===== config.mk =====
export PLATFORM = sky130hd
export DESIGN_NAME = m16_rx
export DESIGN_NICKNAME = d
export VERILOG_FILES = /design/src/rtl/m16_rx.sv
export SDC_FILE = /design/constraint.sdc
export NUM_CORES = 1
export LEC_CHECK = 0
export CORE_ASPECT_RATIO = 0.6
export CORE_UTILIZATION = 34
export DETAILED_ROUTE_END_ITERATION = 10
export SLEW_MARGIN = 20
export SYNTH_ARGS = -nofsm -noshare
export SYNTH_HDL_FRONTEND = slang
export SYNTH_SLANG_ARGS = --single-unit

===== constraint.sdc =====
create_clock -name iClkOrb -period 3.48 [get_ports iClkOrb]
set_input_delay 1.044 -clock iClkOrb [delete_from_list [all_inputs] [get_ports iClkOrb]]
set_output_delay 1.044 -clock iClkOrb [all_outputs]
set_load 0.02 [all_outputs]

===== src/rtl/m16_rx.sv =====
// M16 orbit serial receiver: recovers bit timing, finds phrase alignment from the
// bit-11 markers, then tracks group/frame position and emits each word with its address.
module m16_rx #(
    parameter int CONFIRM = 2,
    parameter int MISS    = 3
) (
    input  logic        iClkOrb,
    input  logic        reset,
    input  logic        iOrbit,
    output logic [11:0] oWord,
    output logic        oVal,
    output logic [10:0] oAddr,
    output logic [4:0]  oGrp,
    output logic [6:0]  oFrm,
    output logic        oPhrLock,
    output logic        oGrpLock,
    output logic        oFrmLock,
    output logic        oErr
);
    typedef enum logic [1:0] {HUNT, CHECK, LOCK} state_t;

    localparam logic [31:0] PMARK  = 32'h4504_0154;
    localparam logic [7:0]  GNORM  = 8'b0111_0010;
    localparam logic [7:0]  G31    = 8'b1000_1101;
    localparam logic [3:0]  CONF_N = 4'(CONFIRM);
    localparam logic [3:0]  MISS_N = 4'(MISS);

    state_t       r_state, w_state_nx;
    logic         r_s1, r_s2, r_s3;
    logic [1:0]   r_ph;
    logic [383:0] r_hist;
    logic [3:0]   r_bitcnt, w_bitcnt_nx;
    logic [10:0]  r_widx, w_widx_nx;
    logic [3:0]   r_good, w_good_nx;
    logic [3:0]   r_miss, w_miss_nx;
    logic         r_bad, w_bad_nx;
    logic [7:0]   r_gsr, w_gsr_nx;
    logic [11:0]  w_word_nx;
    logic [10:0]  w_addr_nx;
    logic [4:0]   w_grp_nx;
    logic [6:0]   w_frm_nx;
    logic         w_val_nx, w_err_nx, w_plk_nx, w_glk_nx, w_flk_nx;

    logic [383:0] w_hist;
    logic [11:0]  w_word;
    logic [10:0]  w_k;
    logic         w_samp, w_wend, w_hunt, w_mk_bad, w_phr_bad;

    // The bit being sampled this cycle is already part of the history seen by the matchers.
    assign w_samp   = (r_ph == 2'd1);
    assign w_hist   = {r_hist[382:0], r_s2};
    assign w_word   = w_hist[11:0];
    assign w_wend   = w_samp && (r_bitcnt == 4'd11);
    assign w_k      = r_widx + 11'd1;
    assign w_mk_bad = (w_k[4:0] != 5'd16) && (w_word[11] != PMARK[w_k[4:0]]);

    always_comb begin
        w_hunt = 1'b1;
        for (int k = 0; k < 32; k++)
            if (k != 16 && w_hist[11 + 12*(31-k)] != PMARK[k]) w_hunt = 1'b0;
    end

    always_ff @(posedge iClkOrb or negedge reset) begin
        if (!reset) begin
            r_s1   <= 1'b0;
            r_s2   <= 1'b0;
            r_s3   <= 1'b0;
            r_ph   <= 2'd0;
            r_hist <= '0;
        end else begin
            r_s1 <= iOrbit;
            r_s2 <= r_s1;
            r_s3 <= r_s2;
            r_ph <= (r_s2 != r_s3) ? 2'd0 : r_ph + 2'd1;
            if (w_samp) r_hist <= w_hist;
        end
    end

    always_comb begin
        w_state_nx  = r_state;
        w_bitcnt_nx = r_bitcnt;
        w_widx_nx   = r_widx;
        w_good_nx   = r_good;
        w_miss_nx   = r_miss;
        w_bad_nx    = r_bad;
        w_gsr_nx    = r_gsr;
        w_word_nx   = oWord;
        w_addr_nx   = oAddr;
        w_grp_nx    = oGrp;
        w_frm_nx    = oFrm;
        w_plk_nx    = oPhrLock;
        w_glk_nx    = oGrpLock;
        w_flk_nx    = oFrmLock;
        w_val_nx    = 1'b0;
        w_err_nx    = 1'b0;
        w_phr_bad   = r_bad | w_mk_bad;
        if (w_samp) begin
            w_bitcnt_nx = (r_bitcnt == 4'd11) ? 4'd0 : r_bitcnt + 4'd1;
            case (r_state)
                HUNT: if (w_hunt) begin
                    w_bitcnt_nx = 4'd0;
                    w_widx_nx   = {r_widx[10:5], 5'd31};
                    w_good_nx   = 4'd1;
                    w_state_nx  = CHECK;
                end
                CHECK: if (w_wend) begin
                    w_widx_nx = w_k;
                    if (w_mk_bad) begin
                        w_state_nx = HUNT;
                    end else if (w_k[4:0] == 5'd31) begin
                        w_good_nx = r_good + 4'd1;
                        if (r_good + 4'd1 >= CONF_N) begin
                            w_state_nx = LOCK;
                            w_plk_nx   = 1'b1;
                            w_miss_nx  = 4'd0;
                            w_bad_nx   = 1'b0;
                            w_gsr_nx   = 8'd0;
                        end
                    end
                end
                LOCK: if (w_wend) begin
                    w_val_nx  = 1'b1;
                    w_word_nx = w_word;
                    w_widx_nx = w_k;
                    w_err_nx  = w_mk_bad;
                    w_bad_nx  = w_phr_bad;
                    if (w_k == 11'd0) begin
                        w_grp_nx = oGrp + 5'd1;
                        w_frm_nx = oFrm + 7'd1;
                    end
                    // k=16 carries the group marker stream and, in group 0, the frame marker.
                    if (w_k[4:0] == 5'd16) begin
                        w_gsr_nx = {r_gsr[6:0], w_word[11]};
                        if (!oGrpLock) begin
                            if (w_gsr_nx == GNORM) begin
                                w_widx_nx = 11'd2032;
                            end else if (w_gsr_nx == G31) begin
                                w_widx_nx = 11'd2032;
                                w_grp_nx  = 5'd31;
                                w_glk_nx  = 1'b1;
                            end
                        end else if (w_k == 11'd2032 &&
                                     w_gsr_nx != ((oGrp == 5'd31) ? G31 : GNORM)) begin
                            w_glk_nx = 1'b0;
                            w_flk_nx = 1'b0;
                            w_err_nx = 1'b1;
                        end
                        if (oGrpLock && oGrp == 5'd0 && w_k == 11'd240) begin
                            if (!oFrmLock) begin
                                if (w_word[11]) begin
                                    w_frm_nx = 7'd0;
                                    w_flk_nx = 1'b1;
                                end
                            end else if (w_word[11] != (oFrm == 7'd0)) begin
                                w_flk_nx = 1'b0;
                                w_err_nx = 1'b1;
                            end
                        end
                    end
                    if (w_k[4:0] == 5'd31) begin
                        w_bad_nx = 1'b0;
                        if (!w_phr_bad) begin
                            w_miss_nx = 4'd0;
                        end else if (r_miss + 4'd1 >= MISS_N) begin
                            w_state_nx = HUNT;
                            w_miss_nx  = 4'd0;
                            w_plk_nx   = 1'b0;
                            w_glk_nx   = 1'b0;
                            w_flk_nx   = 1'b0;
                            w_grp_nx   = 5'd0;
                            w_frm_nx   = 7'd0;
                        end else begin
                            w_miss_nx = r_miss + 4'd1;
                        end
                    end
                    w_addr_nx = w_widx_nx;
                end
                default: w_state_nx = HUNT;
            endcase
        end
    end

    always_ff @(posedge iClkOrb or negedge reset) begin
        if (!reset) begin
            r_state  <= HUNT;
            r_bitcnt <= 4'd0;
            r_widx   <= 11'd0;
            r_good   <= 4'd0;
            r_miss   <= 4'd0;
            r_bad    <= 1'b0;
            r_gsr    <= 8'd0;
            oWord    <= 12'd0;
            oVal     <= 1'b0;
            oAddr    <= 11'd0;
            oGrp     <= 5'd0;
            oFrm     <= 7'd0;
            oPhrLock <= 1'b0;
            oGrpLock <= 1'b0;
            oFrmLock <= 1'b0;
            oErr     <= 1'b0;
        end else begin
            r_state  <= w_state_nx;
            r_bitcnt <= w_bitcnt_nx;
            r_widx   <= w_widx_nx;
            r_good   <= w_good_nx;
            r_miss   <= w_miss_nx;
            r_bad    <= w_bad_nx;
            r_gsr    <= w_gsr_nx;
            oWord    <= w_word_nx;
            oVal     <= w_val_nx;
            oAddr    <= w_addr_nx;
            oGrp     <= w_grp_nx;
            oFrm     <= w_frm_nx;
            oPhrLock <= w_plk_nx;
            oGrpLock <= w_glk_nx;
            oFrmLock <= w_flk_nx;
            oErr     <= w_err_nx;
        end
    end
endmodule


==> flow_summary_export.csv <==
group,metric,value,unit
cells_and_area,finalInstanceArea,21540,um2
clock_network,cts_tree,"built",
setup_path,worst_r2r_endpoint,"oFrmLock$_DFFE_PN0P_",
die,ioPinCount,43,
detailed_routing,drt_wl_total,32100,um
die,dieArea,55890,um2
timing,totalNegativeSetupSlack,0,ns
cells_and_area,post_layout_nets,1388,
timing,timing.max_slew.rel_slack,44.63,%
yosys,synth_cell_types,79,
grt,first_global_vias,10380,
detailed_routing,number_of_design_rule_violations_left_after_detail_routing,0,
clock_network,root_driver,"sky130_fd_sc_hd__clkbuf_16",
hold_path,min_delay_path_depth,0,
yosys,synth.cell_area,18670,um2
grt,gr-total-overflow,0,
grt,initial_antenna_violation_count,0,
timing,worst_pin_slew,0.8198,ns
yosys,synth.yosys.warnings,0,
clock_network,post_cts_resized,0,
die,num_rows,66,
hold_path,hold_path.class,"flip-flop to flip-flop",
placement,placement.io_buffers,42,
cells_and_area,layout-area-overhead-vs-synth,15.36,%
timing,hold_slack,0.3650,ns
hold_path,min_to,"r_s2$_DFF_PN0_",
timing,setup_repair_after_global_routing_missed_its_margin,"no",
die,initial_core_util,34.47,%
clock_network,cts_num_sinks,461,
hold_path,hold_path_startpoint,"r_s1$_DFF_PN0_",
setup_path,worstSetupStartpointType,"flip-flop",
yosys,post_synth_arst_share,100.0,%
timing,maxClockFrequency,330.1,MHz
clock_network,cts.clk_slew.worst_paths,0.07,ns
timing,post-route-min-period,3.029,ns
yosys,syn-mean-instance-area,14.19,um2
yosys,synth-main-ff-cell,"sky130_fd_sc_hd__dfrtp_1",
placement,place_area,20050,um2
setup_path,r2r.worst_path.cells,9,
setup_path,nature_of_the_critical_path_endpoint,"flip-flop",
job,drv_cap,0,
detailed_routing,wl_per_cell,15.18,um
placement,dp_hpwl,20450,um
grt,maximum_number_of_pins_on_one_net_before_global_route_repair,120,
clock_network,cts.hold.buffers_added,0,
clock_network,insertion_delay,0.56,ns
detailed_routing,ant_nets,0,
detailed_routing,via_per_inst,4.824,
setup_path,crit_fanout,20,
setup_path,reg2reg_launch_point,"r_widx[3]$_DFFE_PN0P_",
grt,wire_length_of_the_first_global_routing_pass,54630,um
cells_and_area,drive_above_1_share,35.69,%
placement,place.gp.congestion,0.8393,
setup_path,worstSetupPathType,"flip-flop to flip-flop",
die,coreArea,54170,um2
clock_network,cts-root-to-sink-buffers,3,
status,run_status,"completed",
detailed_routing,detailedRoute.firstIterationViolations,588,
yosys,mappedNetlistNets,1338,
cells_and_area,antenna_cells_inserted,0,
setup_path,cp.required,3.92,ns
yosys,netlist_instances,1316,
die,fp.dieH,183.5,um
power_and_ir_drop,power_density,531.0,nW/um2
cells_and_area,final_cell_mix,"sky130_fd_sc_hd__dfrtp_1 (461), sky130_fd_sc_hd__mux2_2 (382), sky130_fd_sc_hd__nand2_1 (84)",
clock_network,cts.htree.levels,2,
detailed_routing,vias,10200,
timing,final-max-slew-violation-count,0,
power_and_ir_drop,static-leakage-power,10.45,nW
timing,final-setup-viol-count,0,
power_and_ir_drop,worst_ir_drop_vdd,0.3047,mV
setup_path,worstPathArrival,3.47,ns
power_and_ir_drop,total_power,11.44,mW
timing,finalHoldViolations,0,
yosys,yosysSeqAreaShare,61.78,%
timing,post-route-period-util,87.05,%
yosys,number_of_synthesized_flops_with_an_enable_pin,0,
die,die-width,304.5,um
detailed_routing,drt_pre_antenna_iters,7,
yosys,ys_seq_elements,461,
timing,clock-skew-final,0.01566,ns
clock_network,numCtsBuffers,44,
setup_path,ff2ff_setup_slack,0.45,ns
grt,global_route.usage.total,11.73,%
clock_network,post-cts-setup-buffers,0,
cells_and_area,most_common_library_cell_in_the_layout_ignoring_fill_and_taps,"sky130_fd_sc_hd__dfrtp_1",
[synthesized netlist by cell type (3+ instances only)]
cell type | number | area (um2)
sky130_fd_sc_hd__a31oi_1 | 9 | 56.30
sky130_fd_sc_hd__and3b_1 | 3 | 26.28
sky130_fd_sc_hd__o31ai_1 | 3 | 22.52
sky130_fd_sc_hd__o211ai_1 | 7 | 52.55
sky130_fd_sc_hd__nand4_1 | 10 | 62.56
sky130_fd_sc_hd__and2_1 | 4 | 25.02
sky130_fd_sc_hd__o22ai_1 | 3 | 18.77
sky130_fd_sc_hd__or3_1 | 5 | 31.28
sky130_fd_sc_hd__and3_1 | 5 | 31.28
sky130_fd_sc_hd__a22o_1 | 11 | 96.34
sky130_fd_sc_hd__nand3_1 | 14 | 70.07
sky130_fd_sc_hd__a21oi_1 | 19 | 95.09
sky130_fd_sc_hd__nor4_1 | 5 | 31.28
sky130_fd_sc_hd__buf_4 | 3 | 22.52
sky130_fd_sc_hd__buf_2 | 4 | 20.02
sky130_fd_sc_hd__nand2b_1 | 6 | 37.54
sky130_fd_sc_hd__nand3b_1 | 4 | 30.03
sky130_fd_sc_hd__mux2_2 | 382 | 4302
sky130_fd_sc_hd__or2_2 | 4 | 25.02
sky130_fd_sc_hd__o21a_1 | 5 | 37.54
sky130_fd_sc_hd__nor3b_1 | 4 | 30.03
sky130_fd_sc_hd__xor2_1 | 7 | 61.31
sky130_fd_sc_hd__nor4b_1 | 4 | 35.03
sky130_fd_sc_hd__nor3_1 | 10 | 50.05
sky130_fd_sc_hd__nor2_1 | 41 | 153.9
sky130_fd_sc_hd__dfrtp_1 | 461 | 11540
sky130_fd_sc_hd__ha_1 | 19 | 237.7
sky130_fd_sc_hd__clkbuf_1 | 55 | 206.5
sky130_fd_sc_hd__o21ai_0 | 21 | 105.1
sky130_fd_sc_hd__o21ai_1 | 5 | 25.02
sky130_fd_sc_hd__mux2i_1 | 7 | 70.07
sky130_fd_sc_hd__inv_1 | 25 | 93.84
sky130_fd_sc_hd__xnor2_1 | 11 | 96.34
sky130_fd_sc_hd__nand2_1 | 84 | 315.3
[state kept, by name, indices dropped and copies added (netlist names), 5 cells and up]
name / flops
r_gsr: 7
oFrm: 7
oAddr: 11
r_widx: 11
oWord: 12
oGrp: 5
r_hist: 383
[worst max-delay path, cell delays in order (launching register included)]
cell and delay [ns]:
sky130_fd_sc_hd__dfrtp_1 0.72, sky130_fd_sc_hd__nand2b_1 0.24, sky130_fd_sc_hd__mux2i_1 0.13, sky130_fd_sc_hd__a41oi_1 0.70, sky130_fd_sc_hd__nand2_1 0.16, sky130_fd_sc_hd__a21oi_1 0.20, sky130_fd_sc_hd__o41ai_2 0.10, sky130_fd_sc_hd__buf_4 0.18
sky130_fd_sc_hd__and4b_1 0.19, sky130_fd_sc_hd__a211o_1 0.28
[cell type report]
class	count	area [um2]
Sequential cell	461	11540
Clock inverter	17	226.5
Clock buffer	64	1266
Tap cell	714	893.4
Timing Repair Buffer	68	733.2
Fill cell	5032	32630
Inverter	26	97.59
Multi-Input combinational cell	765	6787
[through the flow]
stage | util (%) | cells | worst slack [ns]
2_1_floorplan | - | 1316 | 0.7382
3_3_place_gp | 37.01 | 2034 | 0.5407
3_5_place_dp | 37.01 | 2034 | 0.5152
4_1_cts | 39.76 | 2115 | 0.4938
5_1_grt | 39.76 | 2115 | 0.1344
6_report | 39.76 | 2115 | 0.4507
[kinds of logic after synthesis]
logic type / synth area share, %
muxes: 23.41
adders and majority gates: 1.273
DFF: 61.78
AOI/OAI and AO/OA: 4.758
buffers and inverters: 1.937
xor gates and xnor gates: 0.9918
and+or+nand+nor: 5.843
[power by group]
| group | switching [mW] | leakage, nW | internal (mW) |
|---|---|---|---|
| Sequential | 0.106 | 6.40 | 5.49 |
| Clock | 2.07 | 0.726 | 2.85 |
| Combinational | 0.516 | 3.32 | 0.410 |
| Total | 2.69 | 10.4 | 8.75 |
[worst max-delay path by stage]
stage | startpoint | to | slack, ns | depth (start not counted)
detailed placement | r_widx[0]$_DFFE_PN0P_ | oFrm[3]$_DFFE_PN0P_ | 0.52 | 9
global placement | r_hist[250]$_DFFE_PN0P_ | r_widx[4]$_DFFE_PN0P_ | 0.54 | 7
CTS | r_widx[0]$_DFFE_PN0P_ | oFrm[5]$_DFFE_PN0P_ | 0.49 | 9
finish | r_widx[3]$_DFFE_PN0P_ | oFrmLock$_DFFE_PN0P_ | 0.45 | 9
global route | r_widx[3]$_DFFE_PN0P_ | oGrp[3]$_DFFE_PN0P_ | 0.13 | 8
floorplan | r_widx[1]$_DFFE_PN0P_ | oFrm[0]$_DFFE_PN0P_ | 0.74 | 9
[metal layers]
layer	routed length, um	up-vias	GRT usage [%]
met2	13130	168	16.52
li1	-	4804	-
met3	1453	58	2.617
met4	584	0	3.030
met5	0	-	0
met1	16930	5172	17.95
(Power assumes the default switching activity.)
